**config.mk**
```make
export PLATFORM = sky130hd
export DESIGN_NAME = mem_access_stage
export DESIGN_NICKNAME = d
export VERILOG_FILES = /design/src/rtl/mem_access_stage_pkg.sv /design/src/rtl/mem_access_stage_lane_fmt.sv /design/src/rtl/mem_access_stage.sv
export SDC_FILE = /design/constraint.sdc
export NUM_CORES = 1
export LEC_CHECK = 0
export BUFFER_PORTS_ARGS = -buffer_cell sky130_fd_sc_hd__buf_2
export CORE_MARGIN = 2
export CORE_UTILIZATION = 50
export DETAILED_ROUTE_END_ITERATION = 12
export HOLD_SLACK_MARGIN = 0.15
export PLACE_DENSITY_LB_ADDON = 0.15
export SLEW_MARGIN = 10
export SYNTH_ARGS = -nofsm -noshare
export SYNTH_HDL_FRONTEND = slang
export SYNTH_SLANG_ARGS = --single-unit
```
**constraint.sdc**
```tcl
create_clock -name clk -period 5.26 [get_ports clk]
set_clock_uncertainty 0.05 [all_clocks]
set_input_delay 0.789 -clock clk [delete_from_list [all_inputs] [get_ports clk]]
set_output_delay 0.789 -clock clk [all_outputs]
set_load 0.005 [all_outputs]
```
**src/rtl/mem_access_stage_pkg.sv**
```systemverilog
// Shared encodings for the MEM stage: memory op codes, exception codes and FSM states.
package mem_access_stage_pkg;

    localparam logic [3:0] MEMOP_NONE = 4'd0;
    localparam logic [3:0] MEMOP_LB   = 4'd1;
    localparam logic [3:0] MEMOP_LBU  = 4'd2;
    localparam logic [3:0] MEMOP_LH   = 4'd3;
    localparam logic [3:0] MEMOP_LHU  = 4'd4;
    localparam logic [3:0] MEMOP_LW   = 4'd5;
    localparam logic [3:0] MEMOP_SB   = 4'd6;
    localparam logic [3:0] MEMOP_SH   = 4'd7;
    localparam logic [3:0] MEMOP_SW   = 4'd8;

    localparam logic [1:0] EXC_NONE  = 2'd0;
    localparam logic [1:0] EXC_ADEL  = 2'd1;
    localparam logic [1:0] EXC_ADES  = 2'd2;
    localparam logic [1:0] EXC_BUSTO = 2'd3;

    typedef enum logic {
        ST_IDLE = 1'b0,
        ST_BUSY = 1'b1
    } state_t;

    function automatic logic is_load_op(input logic [3:0] op);
        return (op >= MEMOP_LB) && (op <= MEMOP_LW);
    endfunction

    function automatic logic is_store_op(input logic [3:0] op);
        return (op >= MEMOP_SB) && (op <= MEMOP_SW);
    endfunction

endpackage

```
**src/rtl/mem_access_stage_lane_fmt.sv**
```systemverilog
// Byte-lane logic: lane selects, store-data replication, load extraction/extension
// and alignment checking for one memory op.
module mem_lane_fmt
    import mem_access_stage_pkg::*;
(
    input  logic [3:0]  memop,
    input  logic [1:0]  addr_lo,
    input  logic [31:0] store_data,
    input  logic [31:0] rdata,
    output logic [3:0]  sel,
    output logic [31:0] wdata,
    output logic [31:0] load_data,
    output logic        misaligned
);

    logic [31:0] shifted;
    logic [7:0]  byte_v;
    logic [15:0] half_v;

    always_comb begin
        shifted = rdata >> {addr_lo, 3'b000};
        byte_v  = shifted[7:0];
        half_v  = addr_lo[1] ? rdata[31:16] : rdata[15:0];
    end

    always_comb begin
        sel        = 4'b0000;
        wdata      = store_data;
        load_data  = rdata;
        misaligned = 1'b0;
        case (memop)
            MEMOP_LB, MEMOP_LBU, MEMOP_SB: begin
                sel   = 4'b0001 << addr_lo;
                wdata = {4{store_data[7:0]}};
            end
            MEMOP_LH, MEMOP_LHU, MEMOP_SH: begin
                sel        = addr_lo[1] ? 4'b1100 : 4'b0011;
                wdata      = {2{store_data[15:0]}};
                misaligned = addr_lo[0];
            end
            MEMOP_LW, MEMOP_SW: begin
                sel        = 4'b1111;
                misaligned = (addr_lo != 2'b00);
            end
            default: ;
        endcase
        case (memop)
            MEMOP_LB:  load_data = {{24{byte_v[7]}}, byte_v};
            MEMOP_LBU: load_data = {24'h0, byte_v};
            MEMOP_LH:  load_data = {{16{half_v[15]}}, half_v};
            MEMOP_LHU: load_data = {16'h0, half_v};
            default:   load_data = rdata;
        endcase
    end

endmodule

```
**src/rtl/mem_access_stage.sv**
```systemverilog
// MEM pipeline stage plus MEM/WB register: issues loads/stores over a req/ack bus,
// stalls upstream while an access is outstanding and reports address/timeout faults.
module mem_access_stage
    import mem_access_stage_pkg::*;
#(
    parameter int TIMEOUT_CYCLES = 16,
    parameter int CNT_W          = 5
) (
    input  logic        clk,
    input  logic        rst,
    input  logic [3:0]  in_memop,
    input  logic [4:0]  in_wd,
    input  logic        in_wreg,
    input  logic [31:0] in_wdata,
    input  logic [31:0] in_store_data,
    output logic        dbus_req,
    output logic        dbus_we,
    output logic [31:0] dbus_addr,
    output logic [3:0]  dbus_sel,
    output logic [31:0] dbus_wdata,
    input  logic [31:0] dbus_rdata,
    input  logic        dbus_ack,
    output logic [4:0]  out_wd,
    output logic        out_wreg,
    output logic [31:0] out_wdata,
    output logic [1:0]  out_exc,
    output logic        stall_req
);

    localparam logic [CNT_W-1:0] CNT_LAST = CNT_W'(TIMEOUT_CYCLES - 1);

    state_t            state, next_state;
    logic [CNT_W-1:0]  counter;
    logic [3:0]        fmt_sel;
    logic [31:0]       fmt_wdata;
    logic [31:0]       fmt_load;
    logic              fmt_misaligned;
    logic              is_load, is_store, is_mem, timed_out;

    assign is_load   = is_load_op(in_memop);
    assign is_store  = is_store_op(in_memop);
    assign is_mem    = is_load | is_store;
    assign timed_out = (counter == CNT_LAST);

    mem_lane_fmt u_lane_fmt (
        .memop      (in_memop),
        .addr_lo    (in_wdata[1:0]),
        .store_data (in_store_data),
        .rdata      (dbus_rdata),
        .sel        (fmt_sel),
        .wdata      (fmt_wdata),
        .load_data  (fmt_load),
        .misaligned (fmt_misaligned)
    );

    always_ff @(posedge clk or negedge rst) begin
        if (!rst) state <= ST_IDLE;
        else      state <= next_state;
    end

    always_comb begin
        next_state = state;
        case (state)
            ST_IDLE: if (is_mem && !fmt_misaligned) next_state = ST_BUSY;
            ST_BUSY: if (dbus_ack || timed_out)     next_state = ST_IDLE;
            default: next_state = ST_IDLE;
        endcase
    end

    always_comb begin
        stall_req = 1'b0;
        case (state)
            ST_IDLE: stall_req = is_mem && !fmt_misaligned;
            ST_BUSY: stall_req = !dbus_ack && !timed_out;
            default: stall_req = 1'b0;
        endcase
    end

    // Bus and writeback registers; upstream inputs stay frozen by the stall while BUSY,
    // so the lane formatter can be reused on completion.
    always_ff @(posedge clk or negedge rst) begin
        if (!rst) begin
            counter    <= '0;
            dbus_req   <= 1'b0;
            dbus_we    <= 1'b0;
            dbus_addr  <= '0;
            dbus_sel   <= '0;
            dbus_wdata <= '0;
            out_wd     <= '0;
            out_wreg   <= 1'b0;
            out_wdata  <= '0;
            out_exc    <= EXC_NONE;
        end else begin
            case (state)
                ST_IDLE: begin
                    out_wd    <= in_wd;
                    out_wdata <= in_wdata;
                    out_exc   <= EXC_NONE;
                    if (is_mem && fmt_misaligned) begin
                        out_wreg <= 1'b0;
                        out_exc  <= is_load ? EXC_ADEL : EXC_ADES;
                    end else if (is_mem) begin
                        dbus_req   <= 1'b1;
                        dbus_we    <= is_store;
                        dbus_addr  <= {in_wdata[31:2], 2'b00};
                        dbus_sel   <= fmt_sel;
                        dbus_wdata <= fmt_wdata;
                        counter    <= '0;
                        out_wreg   <= 1'b0;
                    end else begin
                        out_wreg <= in_wreg;
                    end
                end
                ST_BUSY: begin
                    if (dbus_ack) begin
                        dbus_req  <= 1'b0;
                        out_wd    <= in_wd;
                        out_exc   <= EXC_NONE;
                        out_wreg  <= is_load ? in_wreg : 1'b0;
                        out_wdata <= is_load ? fmt_load : in_wdata;
                    end else if (timed_out) begin
                        dbus_req <= 1'b0;
                        out_wreg <= 1'b0;
                        out_exc  <= EXC_BUSTO;
                    end else begin
                        counter <= counter + 1'b1;
                        out_exc <= EXC_NONE;
                    end
                end
                default: ;
            endcase
        end
    end

endmodule

```
### After elaboration in Yosys (flattened, before gate mapping)

Cells that the tools add are included.

* register bits after elaboration: 114
* input port bits: 109
* output and inout bits: 111
* logic and storage cells: 87

* add/subtract/negate cells: 1
* $lt $le $gt $ge: 4
* eq/ne operators: 15
* shifts and indexed selects: 2
* muxes and demuxes: 35
* bitwise operators: 3
* reduce and logical (&&, ||, !) cells: 16

Operator list (number)
* 32-bit one-hot mux with 2 select lines: 2
* 32-bit one-hot mux with 4 select lines: 1
* 32-bit 2-to-1 mux: 2
* 32-bit by 5-bit >> shifter with 8-bit output: 1
* 5-bit 2-to-1 mux: 5
* 5-bit one-hot mux with 2 select lines: 2
* 4-bit by 3-bit equality test with 1-bit output (second input constant): 4
* 16-bit 2-to-1 mux: 1
* 4-bit one-hot mux with 3 select lines: 1
* 1-bit 2-to-1 mux: 10
* 2-bit inequality test (second input constant): 5
* 1-bit one-hot mux with 2 select lines: 5
* 4-bit by 2-bit equality test with 1-bit output (second input constant): 2
* 2-bit 2-to-1 mux: 4
* 3-bit AND reduction: 2
* 3-bit OR reduction: 2
* 5-bit by 1-bit adder with 5-bit output (second input constant): 1
* 5-bit by 4-bit equality test with 1-bit output (second input constant): 1
* 1-bit logical AND: 5
* 4-bit by 1-bit equality test with 1-bit output (second input constant): 1
* 4-bit equality test (second input constant): 1
* 4-bit by 1-bit greater-or-equal comparator with 1-bit output (second input constant): 1
* 4-bit by 3-bit greater-or-equal comparator with 1-bit output (second input constant): 1
* 4-bit by 3-bit less-or-equal comparator with 1-bit output (second input constant): 1
* 12 further kinds: 15

### Longest topological paths before layout

* depth in word-level cells: 7
* gate-level depth with buffers: 8

### Modules after synthesis

A second synthesis with hierarchy kept.

* cell total of the unflattened synthesis: 559
* area total of the unflattened synthesis: 6198.4 um^2

By module, submodules not included
* mem_access_stage: instances 1, cells each 405, area each 4926.0 um^2, seq. area each 2852.7 um^2
* mem_lane_fmt: instances 1, cells each 154, area each 1272.5 um^2, seq. area each 0.0 um^2

### Worst setup path after synthesis

OpenSTA, ideal clock, no wires.

* path kind: input port to output port
* start: in in_memop[0]
* end: out stall_req
* arrival time: 2.299 ns
* path slack: 2.122 ns
* cell stages on the path: 8
* path buffers: 4
* cell sequence: buf_6 > or3_4 > buf_6 > o22a_4 > and3_4 > buf_6 > buf_6 > or2_2

* word-level cells in the longest chain between the ends: 6
* elaborated cells between the ends (all ways): 18

Ends and longest elaborated chain
* start: declaration: line mem_access_stage.sv:11 `input logic [3:0] in_memop,`
* 4-bit by 3-bit equality test with 1-bit output, or another cell as far along: line mem_access_stage_lane_fmt.sv:31 `case (memop)`
* 3-bit OR reduction or 2-bit OR reduction (tied branches): line mem_access_stage_lane_fmt.sv:31
* 1-bit one-hot mux with 2 select lines: line mem_access_stage_lane_fmt.sv:31
* 1-bit zero test: line mem_access_stage.sv:73 `ST_IDLE: stall_req = is_mem && !fmt_misaligned;`
* 1-bit logical AND *: line mem_access_stage.sv:73
* 1-bit one-hot mux with 2 select lines *: line mem_access_stage.sv:72 `case (state)`
* end: declaration: line mem_access_stage.sv:27 `output logic stall_req`

Mark *: on every way between the ends. The rest lies on a longest branch, timed or not.

### Worst setup path after layout

* start: in in_memop[1]
* end: out stall_req

The elaborated chain is that of the path after synthesis.

==> results by group <==
Status
  • Outcome: finished, final reports clean

Die
  • Row cnt: 41
  • I/O pin count: 220
  • Starting Density: 0.507
  • Die outline width: 117 microns
  • Die area: 13600 sq um
  • Core Footprint: 12500 sq um
  • Die Height: 117 microns

Global routing
  • Largest net degree at the start of global routing: 72
  • Gr ovfl total: 0
  • Total track usage: 0.262
  • First-pass GRT wire length: 27.2 mm
  • Vias in the first global route: 5198
  • Initial antenna violation count: 1

Timing
  • Max Fclk: 0.272 GHz
  • Hold Fails Final Rpt: 0
  • RSZ-0062 raised after global routing: false
  • Slew of the pin with the lowest slew margin: 979 ps
  • Period utilization: 0.700
  • Count of final setup violators: 0
  • Tmin final: 3680 ps
  • Max_slew headroom: 0.344
  • Count of final max-slew check failures: 0
  • Setup TNS Final: 0 ps

Synthesis
  • Total number of yosys warnings: 0
  • Synth unique cells: 59
  • Yosys reg bits: 114
  • EDFF count, synth: 0
  • Ys async rst share: 1.00
  • Register area share after synthesis: 0.450
  • Post-synth top flop: dfrtp_1
  • Synthesized netlist cell count: 553
  • Syn_area_per_cell: 11.5 sq um
  • Post-Synthesis Cell Area: 6340 sq um

Routing
  • First-pass DRT Iterations: 5
  • Per-cell routed wire length: 19.0 microns
  • Drt total wl: 17.7 mm
  • Via-to-Cell Ratio: 5.70
  • Initial drt markers: 299
  • Vias: 5308
  • DR DRC count: 0
  • Antenna viol nets, final: 0

CTS
  • Post-CTS setup repair buffer count: 0
  • Clock buffer count from CTS: 17
  • Root Driver: clkbuf_16
  • Worst-case clock buffer depth: 2
  • Number of clock sinks: 114
  • Clk slew on worst S/H paths: 50 ps
  • # H-tree levels: 4
  • Worst-skew pair later-pin latency: 410 ps
  • CTS resizes: 0
  • CTS tree: built
  • Hold Buf Count CTS: 0

Setup path
  • Crit-path cells: buf_2, o31a_1, nor3_1, and3_4, or2_2, buf_2
  • Reg2reg path depth: 4
  • Buf/Inv on CP: 2
  • Critical Path Most Common Cell: buf_2
  • Slowest Stage Delay on Critical Path: 710 ps
  • Reg2reg start: state
  • R2R Path End: dbus_wdata[21]
  • CP Capture Type: output pin
  • CP Max Fanout: 41
  • CP Class: in2out
  • Slack of the worst reg-to-reg path: 2390 ps
  • Crit path max-delay family: simple AND/OR/NAND/NOR gates
  • Crit path DAT: 2840 ps
  • Crit. Startpoint: in_memop[1]
  • Worst path slowest cell: and3_4
  • Crit path required time: 4420 ps
  • Startpoint types: input pin

Run
  • Max-Cap Viols: 0

Power and ir drop
  • Pwr dens: 416 nW/um^2
  • P_leak: 3.80 nW
  • Total Power: 0.00334 W
  • Peak supply drop: 0.000337 V

Hold path
  • Worst Hold End: out_wd[1]
  • Hold path depth: 2
  • Hold path startpoint: out_wd[1]
  • Hold Path Class: reg2reg

Placed design
  • GPL Wtd Cong: 0.897
  • HPWL after DPL: 12.8 mm
  • PortBufs: 217

Final layout
  • Share of layout cells above drive strength 1: 0.462
  • Antenna diodes: 0
  • Area added between synthesis and finish: 26.3%
  • Final #Nets: 859
  • Post-layout util: 0.640
  • Fillers: 1103
## worst max path at each step
stage,endpoint,cells after the start
final,stall_req,6
after global routing,stall_req,6
after CTS,stall_req,6
after detailed placement,dbus_wdata[21],6
after global placement,dbus_wdata[17],6
after floorplan,stall_req,8
## metrics by stage
| stage | instances | cell area, sq um | hold slack [ps] | worst slack (ps) |
|---|---|---|---|---|
| after global routing | 932 | 8010 | 446 | 1400 |
| after CTS | 932 | 8010 | 425 | 1580 |
| after detailed placement | 901 | 7420 | 412 | 1550 |
| after global placement | 901 | 7420 | 395 | 1630 |
| after floorplan | 554 | 6350 | 413 | 2120 |
| final | 932 | 8010 | 419 | 1580 |
## worst reg2reg max path, stage by stage, from the launching register on
cell and delay [ps]:
dfrtp_1 490, nor3_1 470, and3_4 710, buf_4 630, mux2_2 420
## area by class of cell
type	instances	area, sq um	share of cell area
multi-input combinational	373	3140	0.392
sequential	114	2850	0.356
timing repair buffer	223	1130	0.141
clock buffer	22	464	0.0579
tap	172	215	0.0269
clock inverter	9	131	0.0164
inverter	19	71.3	0.00890
## state kept, by name, indices dropped and copies added, names as in the netlist
signal      cells
counter         5
dbus_addr      30
dbus_req        1
dbus_sel        4
dbus_wdata     32
dbus_we         1
out_exc         2
out_wd          5
out_wdata      32
out_wreg        1
state           1
## logic make-up after synthesis
| group | synth area share |
|---|---|
| xor gates and xnor gates | 0.00414 |
| and+or+nand+nor | 0.0919 |
| adders and majority gates | 0.00394 |
| AOI/OAI and AO/OA | 0.165 |
| DFF | 0.450 |
| muxes | 0.229 |
| buffers and inverters | 0.0556 |
| other | 0.000591 |
## cells in the final DEF, fill, tap and decap left out, types with 8 or more instances in the layout
cell / netlist / routed
a31oi_1: 11 / 11
a221o_1: 16 / 16
nor3_1: 12 / 12
nand2b_1: 14 / 14
mux2_4: 49 / 49
inv_1: 19 / 19
mux2_2: 30 / 30
a211oi_1: 8 / 8
a21boi_0: 8 / 8
dfrtp_1: 114 / 114
buf_2: 18 / 216
mux4_2: 8 / 8
mux2i_1: 20 / 20
nand2_1: 52 / 52
a22oi_1: 8 / 8
o221ai_1: 8 / 8
a21oi_1: 25 / 25
o21ai_0: 16 / 16
o22ai_1: 18 / 18
clkbuf_16: 0 / 17
## report_power, final
group          switching, W  internal [W]
clock              0.000392      0.000765
combinational      0.000404      0.000515
sequential         0.000142       0.00112
## per-layer routing
layer	up-vias	GRT usage	share of wire
met5	-	0	0.00073
met4	2	0.0918	0.021
met3	27	0.0737	0.079
met2	240	0.416	0.48
met1	2588	0.348	0.42
li1	2451	-	-
## Yosys cell counts (all sizes together) (11+ instances only)
| cell | instances | area (sq um) |
|---|---|---|
| o21ai | 16 | 80.1 |
| clkbuf | 16 | 60.1 |
| nor3 | 12 | 60.1 |
| dfrtp | 114 | 2850 |
| a21oi | 26 | 134 |
| o22ai | 18 | 113 |
| buf | 32 | 221 |
| nand2b | 14 | 87.6 |
| a31oi | 11 | 68.8 |
| mux2 | 79 | 1070 |
| mux2i | 20 | 200 |
| nand2 | 52 | 195 |
| a221o | 16 | 160 |
| inv | 19 | 71.3 |
Power figures use the tool's default switching activity.
